===== src/rtl/register_file_2r1w_if.sv =====
// Bus bundle for register_file_2r1w: write port, two read ports, clear control.
interface register_file_2r1w_if #(
  parameter int B = 8,
  parameter int W = 2
);
  logic         wr_en;
  logic [W-1:0] w_addr;
  logic [B-1:0] w_data;
  logic         rd_en_a;
  logic [W-1:0] r_addr_a;
  logic [B-1:0] r_data_a;
  logic         rd_en_b;
  logic [W-1:0] r_addr_b;
  logic [B-1:0] r_data_b;
  logic         clr_req;
  logic         busy;

  modport master (
    output wr_en, w_addr, w_data,
    output rd_en_a, r_addr_a, rd_en_b, r_addr_b,
    output clr_req,
    input  r_data_a, r_data_b, busy
  );

  modport slave (
    input  wr_en, w_addr, w_data,
    input  rd_en_a, r_addr_a, rd_en_b, r_addr_b,
    input  clr_req,
    output r_data_a, r_data_b, busy
  );
endinterface


===== src/rtl/register_file_2r1w.sv =====
// 2**W x B register bank: one write port, two registered read ports, clear sweep.
// Optional macro RF_BYPASS_EN selects write-first same-address reads (default read-first).
module register_file_2r1w #(
  parameter int B = 8,
  parameter int W = 2
) (
  input logic clk,
  input logic rst_n,
  register_file_2r1w_if.slave bus
);
  // state    | meaning
  // ST_IDLE  | normal operation, writes and reads serviced
  // ST_CLEAR | zero sweep, one entry per cycle; writes dropped, reads give 0
  typedef enum logic {ST_IDLE, ST_CLEAR} state_t;

  localparam int DEPTH = 2 ** W;

  state_t       r_state;
  logic [W-1:0] r_cnt;
  logic         r_busy;
  logic [B-1:0] r_data_a;
  logic [B-1:0] r_data_b;
  logic [B-1:0] r_mem [DEPTH];

  logic         w_wr_we;
  logic         w_clr_we;
  logic [B-1:0] w_rd_a;
  logic [B-1:0] w_rd_b;

  assign w_wr_we  = (r_state == ST_IDLE) && bus.wr_en;
  assign w_clr_we = (r_state == ST_CLEAR);

`ifdef RF_BYPASS_EN
  assign w_rd_a = (w_wr_we && (bus.w_addr == bus.r_addr_a)) ? bus.w_data : r_mem[bus.r_addr_a];
  assign w_rd_b = (w_wr_we && (bus.w_addr == bus.r_addr_b)) ? bus.w_data : r_mem[bus.r_addr_b];
`else
  assign w_rd_a = r_mem[bus.r_addr_a];
  assign w_rd_b = r_mem[bus.r_addr_b];
`endif

  // Array has no reset; contents survive rst_n except entries already swept.
  always_ff @(posedge clk) begin
    if (w_clr_we)
      r_mem[r_cnt] <= '0;
    else if (w_wr_we)
      r_mem[bus.w_addr] <= bus.w_data;
  end

  always_ff @(posedge clk or negedge rst_n) begin
    if (!rst_n) begin
      r_state  <= ST_IDLE;
      r_cnt    <= '0;
      r_busy   <= 1'b0;
      r_data_a <= '0;
      r_data_b <= '0;
    end else begin
      case (r_state)
        ST_IDLE: begin
          if (bus.rd_en_a) r_data_a <= w_rd_a;
          if (bus.rd_en_b) r_data_b <= w_rd_b;
          if (bus.clr_req) begin
            r_state <= ST_CLEAR;
            r_cnt   <= '0;
            r_busy  <= 1'b1;
          end
        end
        ST_CLEAR: begin
          if (bus.rd_en_a) r_data_a <= '0;
          if (bus.rd_en_b) r_data_b <= '0;
          r_cnt <= r_cnt + W'(1);
          if (&r_cnt) begin
            r_state <= ST_IDLE;
            r_busy  <= 1'b0;
          end
        end
        default: begin
          r_state <= ST_IDLE;
          r_busy  <= 1'b0;
        end
      endcase
    end
  end

  assign bus.r_data_a = r_data_a;
  assign bus.r_data_b = r_data_b;
  assign bus.busy     = r_busy;
endmodule


===== src/flat_wrapper.sv =====
// flat-port wrapper written by rule: the top's interface ports become plain ports
module register_file_2r1w_flat 
#(
  parameter int B = 8,
  parameter int W = 2
)
  (clk, rst_n, bus_wr_en, bus_w_addr, bus_w_data, bus_rd_en_a, bus_r_addr_a, bus_rd_en_b, bus_r_addr_b, bus_clr_req, bus_r_data_a, bus_r_data_b, bus_busy);
  register_file_2r1w_if #(.B(B), .W(W)) bus_i ();
  input logic clk;
  input logic rst_n;
  input wire logic [$bits(bus_i.wr_en)-1:0] bus_wr_en;
  input wire logic [$bits(bus_i.w_addr)-1:0] bus_w_addr;
  input wire logic [$bits(bus_i.w_data)-1:0] bus_w_data;
  input wire logic [$bits(bus_i.rd_en_a)-1:0] bus_rd_en_a;
  input wire logic [$bits(bus_i.r_addr_a)-1:0] bus_r_addr_a;
  input wire logic [$bits(bus_i.rd_en_b)-1:0] bus_rd_en_b;
  input wire logic [$bits(bus_i.r_addr_b)-1:0] bus_r_addr_b;
  input wire logic [$bits(bus_i.clr_req)-1:0] bus_clr_req;
  output wire logic [$bits(bus_i.r_data_a)-1:0] bus_r_data_a;
  output wire logic [$bits(bus_i.r_data_b)-1:0] bus_r_data_b;
  output wire logic [$bits(bus_i.busy)-1:0] bus_busy;
  assign bus_i.wr_en = bus_wr_en;
  assign bus_i.w_addr = bus_w_addr;
  assign bus_i.w_data = bus_w_data;
  assign bus_i.rd_en_a = bus_rd_en_a;
  assign bus_i.r_addr_a = bus_r_addr_a;
  assign bus_i.rd_en_b = bus_rd_en_b;
  assign bus_i.r_addr_b = bus_r_addr_b;
  assign bus_i.clr_req = bus_clr_req;
  assign bus_r_data_a = bus_i.r_data_a;
  assign bus_r_data_b = bus_i.r_data_b;
  assign bus_busy = bus_i.busy;
  register_file_2r1w #(.B(B), .W(W)) u_core (.clk(clk), .rst_n(rst_n), .bus(bus_i));
endmodule

===== config.mk =====
export PLATFORM = sky130hd
export DESIGN_NAME = register_file_2r1w_flat
export DESIGN_NICKNAME = d
export VERILOG_FILES = /design/src/rtl/register_file_2r1w_if.sv /design/src/rtl/register_file_2r1w.sv /design/src/flat_wrapper.sv
export SDC_FILE = /design/constraint.sdc
export NUM_CORES = 1
export LEC_CHECK = 0
export CAP_MARGIN = 20
export CORE_ASPECT_RATIO = 0.6
export CORE_MARGIN = 2
export CORE_UTILIZATION = 25
export CTS_CLUSTER_DIAMETER = 40
export DETAILED_ROUTE_END_ITERATION = 7
export PLACE_DENSITY = 0.43
export RECOVER_POWER = 100
export SLEW_MARGIN = 5
export SYNTH_ARGS = -nofsm -noshare
export SYNTH_HDL_FRONTEND = slang
export SYNTH_SLANG_ARGS = --single-unit

===== constraint.sdc =====
create_clock -name clk -period 2 [get_ports clk]
set_clock_uncertainty 0.2 [all_clocks]
set_input_delay 0.4 -clock clk [delete_from_list [all_inputs] [get_ports clk]]
set_output_delay 0.4 -clock clk [all_outputs]
set_load 0.005 [all_outputs]

---- After elaboration in Yosys (flattened, before gate mapping) ----
Memories as Yosys holds them, arrays and structs flattened.
Cells that the tools add are included.
storage, ports and cells
  bits in registers ....................... 20
  output and inout bits ................... 17
  memory bits (writable) .................. 32
  memories kept ........................... 1
  input port bits ......................... 20
  logic and storage cells ................. 42
memories
  name          depth  width  read ports  clocked after Yosys merged registers in  write ports  RTL line                  source
  u_core.r_mem  4      8      2           0                                        1            register_file_2r1w.sv:23  logic [B-1:0] r_mem [DEPTH];
operators by class
  bitwise gates (word level) .............. 1
  add/subtract/negate cells ............... 1
  multiplexer cells ....................... 22
  equal/unequal tests ..................... 6
  reductions and logical operators ........ 6
operators by type and width
  operator                                                        number
  8-bit 2-to-1 mux                                                5
  8-bit case mux with 2 select lines                              2
  2-bit != test (second input constant)                           6
  1-bit 2-to-1 mux                                                10
  2-bit AND reduction                                             4
  8-bit OR reduction                                              1
  2-bit 2-to-1 mux                                                2
  1-bit case mux with 2 select lines                              2
  2-bit case mux with 2 select lines                              1
  2-bit by 1-bit adder with 2-bit output (second input constant)  1
  1-bit logical AND                                               1
  1-bit NOT                                                       1

---- Logic depth before layout (Yosys ltp) ----
  word-level depth ........................ 7
  depth in mapped cells ................... 3
  gate-level depth less buffers ........... 3

---- Worst setup path after synthesis ----
No wires, ideal clock.
  path type ............................... register to register
  from .................................... reg u_core.r_state
  to ...................................... mem u_core.r_mem[0][0], enable pin
  path buffers ............................ 1
  period minus slack after synthesis ...... 1.986 ns
  slack ................................... 0.014 ns
  stages on the path, launching flop included .. 3
  data arrival time ....................... 1.399 ns
  required time ........................... 1.412 ns
  cell sequence ........................... dfrtp_1 > clkbuf_1 > o32ai_1
between the ends
  cells in the longest elaborated chain, start to end .. 7
  elaborated cells on any way between the ends .. 10
  classes of those cells .................. mux: 7; bitwise: 1; reduce/logical: 2
RTL lines
  item                                                                          RTL line                  source
  start, declared                                                               register_file_2r1w.sv:18  state_t r_state;
  start signal, assigned                                                        register_file_2r1w.sv:51  r_state <= ST_IDLE;
  start signal, assigned                                                        register_file_2r1w.sv:62  r_state <= ST_CLEAR;
  start signal, assigned                                                        register_file_2r1w.sv:72  r_state <= ST_IDLE;
  1-bit NOT                                                                     register_file_2r1w.sv:30  assign w_wr_we = (r_state == ST_IDLE) && bus.wr_en;
  1-bit logical AND                                                             register_file_2r1w.sv:30
  1-bit 2-to-1 mux                                                              register_file_2r1w.sv:45  else if (w_wr_we)
  1-bit 2-to-1 mux                                                              register_file_2r1w.sv:43  if (w_clr_we)
  1-bit 2-to-1 mux (implied by the code)                                        register_file_2r1w.sv:46  r_mem[bus.w_addr] <= bus.w_data;
  8-bit OR reduction (no source line)                                           --
  2-bit 2-to-1 mux (no source line) / 1-bit 2-to-1 mux (equally long branches)  --
  end, declared                                                                 register_file_2r1w.sv:23
Parallel ways exist; a longest one is shown, timed or not.

---- Final worst setup path ----
  from .................................... in bus_r_addr_a[0]
  to ...................................... reg u_core.r_data_a[5], in the netlist u_core.bus.r_data_a[5]
between the ends
  cells in the longest elaborated chain, start to end .. 3
RTL lines
  item                                RTL line                  source
  start, declared                     flat_wrapper.sv:15        input wire logic [$bits(bus_i.r_addr_a)-1:0] bus_r_addr_a;
  memory read 4 x 8 bit               --
  8-bit 2-to-1 mux                    register_file_2r1w.sv:59  if (bus.rd_en_a) r_data_a <= w_rd_a;
  8-bit case mux with 2 select lines  register_file_2r1w.sv:57  case (r_state)
  end signal, assigned                register_file_2r1w.sv:59
  end, declared                       register_file_2r1w.sv:21  logic [B-1:0] r_data_a;
No other way between the ends. The select of a mux whose other input is x is not followed.
A chain may end at the register's enable or synchronous reset.

==> metrics.md <==
| Metric | Value |
|---|---|
| Final worst hold slack | 305.9 ps |
| Most frequent cells in the layout | 32 x sky130_fd_sc_hd__edfxtp_1, 20 x sky130_fd_sc_hd__dlygate4sd3_1, 20 x sky130_fd_sc_hd__dfrtp_1 |
| Setup Buffers After CTS | 0 |
| Number of max-slew violations in the final report | 0 |
| Fill cell total of the finished layout | 835 |
| Vertical die dimension | 76.66 um |
| Count of yosys warnings during synthesis | 0 |
| Total Die Area | 0.009589 mm2 |
| Core ar. | 0.008523 mm2 |
| Resized cells post-CTS | 0 |
| Aggregate global-route resource usage | 11.53% |
| Post-Synthesis Cells | 124 |
| Number of register bits inferred by synthesis | 52 |
| CTS Buf Count | 5 |
| Via total after detailed routing | 1287 |
| Antenna Violating Nets Remaining | 0 |
| Total area of multi-input combinational cells | 678.2 um2 |
| # setup viols final | 0 |
| Slew at the pin closest to its max-slew limit | 1049 ps |
| Mean cell area of the mapped netlist | 17.74 um2 |
| Port bufs | 36 |
| # nets final | 190 |
| WL final | 5171 um |
| Pin count of the biggest net entering global routing | 21 |
| Maximum Capacitance Violations | 0 |
| Max frequency | 514.0 MHz |
| PnR worst setup slack | 54.51 ps |
| Starting utilization of the core area | 25.81% |
| Detailed Routing Iterations Pass 1 | 6 |
| Number of design rule violations left after detail routing | 0 |
| Clk slew on worst S/H paths | 70 ps |
| Pre-CTS WS | -174.6 ps |
| Routability congestion estimate from global placement | 0.7314 |
| DR WL/cell | 18.40 um |
| Setup repair after global routing missed its margin | false |
| Static Leak | 1.135 nW |
| H-tree levels | 2 |
| Total number of clock tree sinks | 52 |
| CP max stage cell | sky130_fd_sc_hd__dlygate4sd3_1 |
| Top cells by area in the synthesized netlist | sky130_fd_sc_hd__edfxtp_1 44%, sky130_fd_sc_hd__dfrtp_1 23%, sky130_fd_sc_hd__mux4_2 16% |
| Diode insertion count for antenna repair | 0 |
| Wire length of the first global-routing pass | 8079 um |
| Crit path kind | in2reg |
| Vias per cell | 4.580 |
| Most common cell after layout, fill and taps aside | sky130_fd_sc_hd__edfxtp_1 |
| CTS hold repair buffers | 0 |
| Die extent in x | 125.1 um |
| Placement row count | 26 |
| Estimated wirelength of the detail-placed design | 3840 um |
| Proportion of layout cells with a drive suffix above 1 | 18.34% |
| TritonCTS clock tree | done |
| Type of the tightest min-delay check | reg2reg |
| Sequential element share of the synthesized area | 66.44% |
| Leading area contributor after synthesis | sky130_fd_sc_hd__edfxtp_1 |
| Clock buffer depth | 2 |
| Final hold vios | 0 |
| Iter 0 DRT Violations | 78 |
| Endpoint class of the critical path | register |
| Slew HR | 30.07% |
| Area taken by flip-flops and latches | 0.001461 mm2 |
| Cell-by-cell listing of the critical path | dlygate4sd3_1 > buf_12 > mux4_2 > a22o_1 |
| Synth cell types | 19 |
| Maximum cell stage delay along the critical path | 580 ps |
| Top cell type's share of synthesized area | 43.69% |
| Utilization after layout | 34.20% |
| Final worst-path cycle share | 97.27% |
| Number of instances in the placed design | 274 |
| Vias in the first global route | 1328 |
| Data arrival at the endpoint of the critical path | 1920 ps |
| Maximum net fanout on the critical path | 8 |
| Post-route insts no fill | 281 |
| Final global-route overflow total | 0 |
| Worst EP required | 1970 ps |
| Final critical path time including I/O delays and setup | 1945 ps |
| Number of antenna violations at the first check in global routing | 0 |
| Run status | finished, final reports clean |
| Area of the mapped netlist | 0.002200 mm2 |
| Synthesis-to-layout area growth | 32.54% |
| I/O pin count | 37 |
| Clock root buffer | sky130_fd_sc_hd__clkbuf_16 |
| Clock insertion delay at the later pin of the skew report | 280 ps |
| Number of nets in the synthesized netlist | 145 |
| Total Neg Setup Slack | 0 ps |
| Peak ir drop on the vdd network | 0.3314 mV |
| Total power divided by cell area | 1237 mW/mm2 |
| Setup crit start kind | primary input |
[metal layers]
layer | GRT usage [%] | vias up | part of all wire [%]
li1 | - | 592 | -
met3 | 3.838 | 2 | 4.8
met1 | 18.02 | 650 | 55
met2 | 15.54 | 43 | 40
met4 | 2.000 | 0 | 0.25
met5 | 0 | - | 0
[critical path: cells and delay by family]
kind | cells | cell delay, ps
AOI/OAI and AO/OA | 1 | 220
buffers and inverters | 2 | 730
muxes | 1 | 560
[sequential cells by signal (all words and copies together) (netlist names)]
register and cells:
u_core.bus.r_data_b 8, u_core.bus.r_data_a 8, u_core.r_state 1, u_core.r_cnt 2, u_core.bus.busy 1, u_core.r_mem 32
[cell usage after synthesis]
cell type                  instances
sky130_fd_sc_hd__edfxtp_1         32
sky130_fd_sc_hd__dfrtp_1          20
sky130_fd_sc_hd__a22o_1           16
sky130_fd_sc_hd__mux4_2           16
sky130_fd_sc_hd__and2_1            8
sky130_fd_sc_hd__inv_1             5
sky130_fd_sc_hd__clkbuf_1          4
sky130_fd_sc_hd__o32ai_1           4
sky130_fd_sc_hd__nand2_1           3
sky130_fd_sc_hd__nand2b_1          3
sky130_fd_sc_hd__nor2b_1           3
sky130_fd_sc_hd__buf_6             2
sky130_fd_sc_hd__nor2_1            2
sky130_fd_sc_hd__a21oi_1           1
sky130_fd_sc_hd__buf_1             1
sky130_fd_sc_hd__ha_1              1
sky130_fd_sc_hd__o21ai_0           1
sky130_fd_sc_hd__o22ai_1           1
sky130_fd_sc_hd__o31ai_1           1
[stage by stage]
| step | total power [mW] | cell area, um2 |
|---|---|---|
| after CTS | 3.714 | 2929 |
| after global placement | 2.809 | 2776 |
| after global routing | 3.820 | 2915 |
| after detailed placement | 2.831 | 2776 |
| after floorplan | 2.262 | 2200 |
| final | 3.606 | 2915 |
[final cells by class]
cell class,instances,area share [%]
Timing Repair Buffer,45,15.92
Multi-Input combinational cell,60,23.26
Tap cell,112,4.807
Sequential cell,52,50.13
Clock buffer,7,5.236
Inverter,5,0.6438
[final timing paths]
check	start	to	slack (ps)	cells after the start
hold / removal	u_core.bus.r_data_b[6]	u_core.bus.r_data_b[6]	310	1
hold reg to reg	u_core.bus.r_data_b[6]	u_core.bus.r_data_b[6]	310	1
max in group asynchronous	rst_n	u_core.bus.r_data_b[6]	350	2
setup / recovery	bus_r_addr_a[0]	u_core.bus.r_data_a[5]	50	4
min in group asynchronous	rst_n	u_core.bus.r_data_b[0]	620	2
setup reg to reg	u_core.r_state	u_core.r_mem[1][5]	190	3
[cell families after synthesis]
group	count (synthesis)	share of synthesized area [%]
adder cells (fa/ha/maj)	1	0.5687
buffers and inverters	12	2.730
flip-flops	52	66.44
AND/OR/NAND/NOR	19	4.835
AO/OA/AOI/OAI	24	9.044
multiplexers	16	16.38
[report_power, final]
group / internal [mW] / switching [mW]
Clock: 0.526 / 0.355
Sequential: 1.57 / 0.199
Combinational: 0.494 / 0.467
Total: 2.59 / 1.02
(Power assumes the default switching activity.)
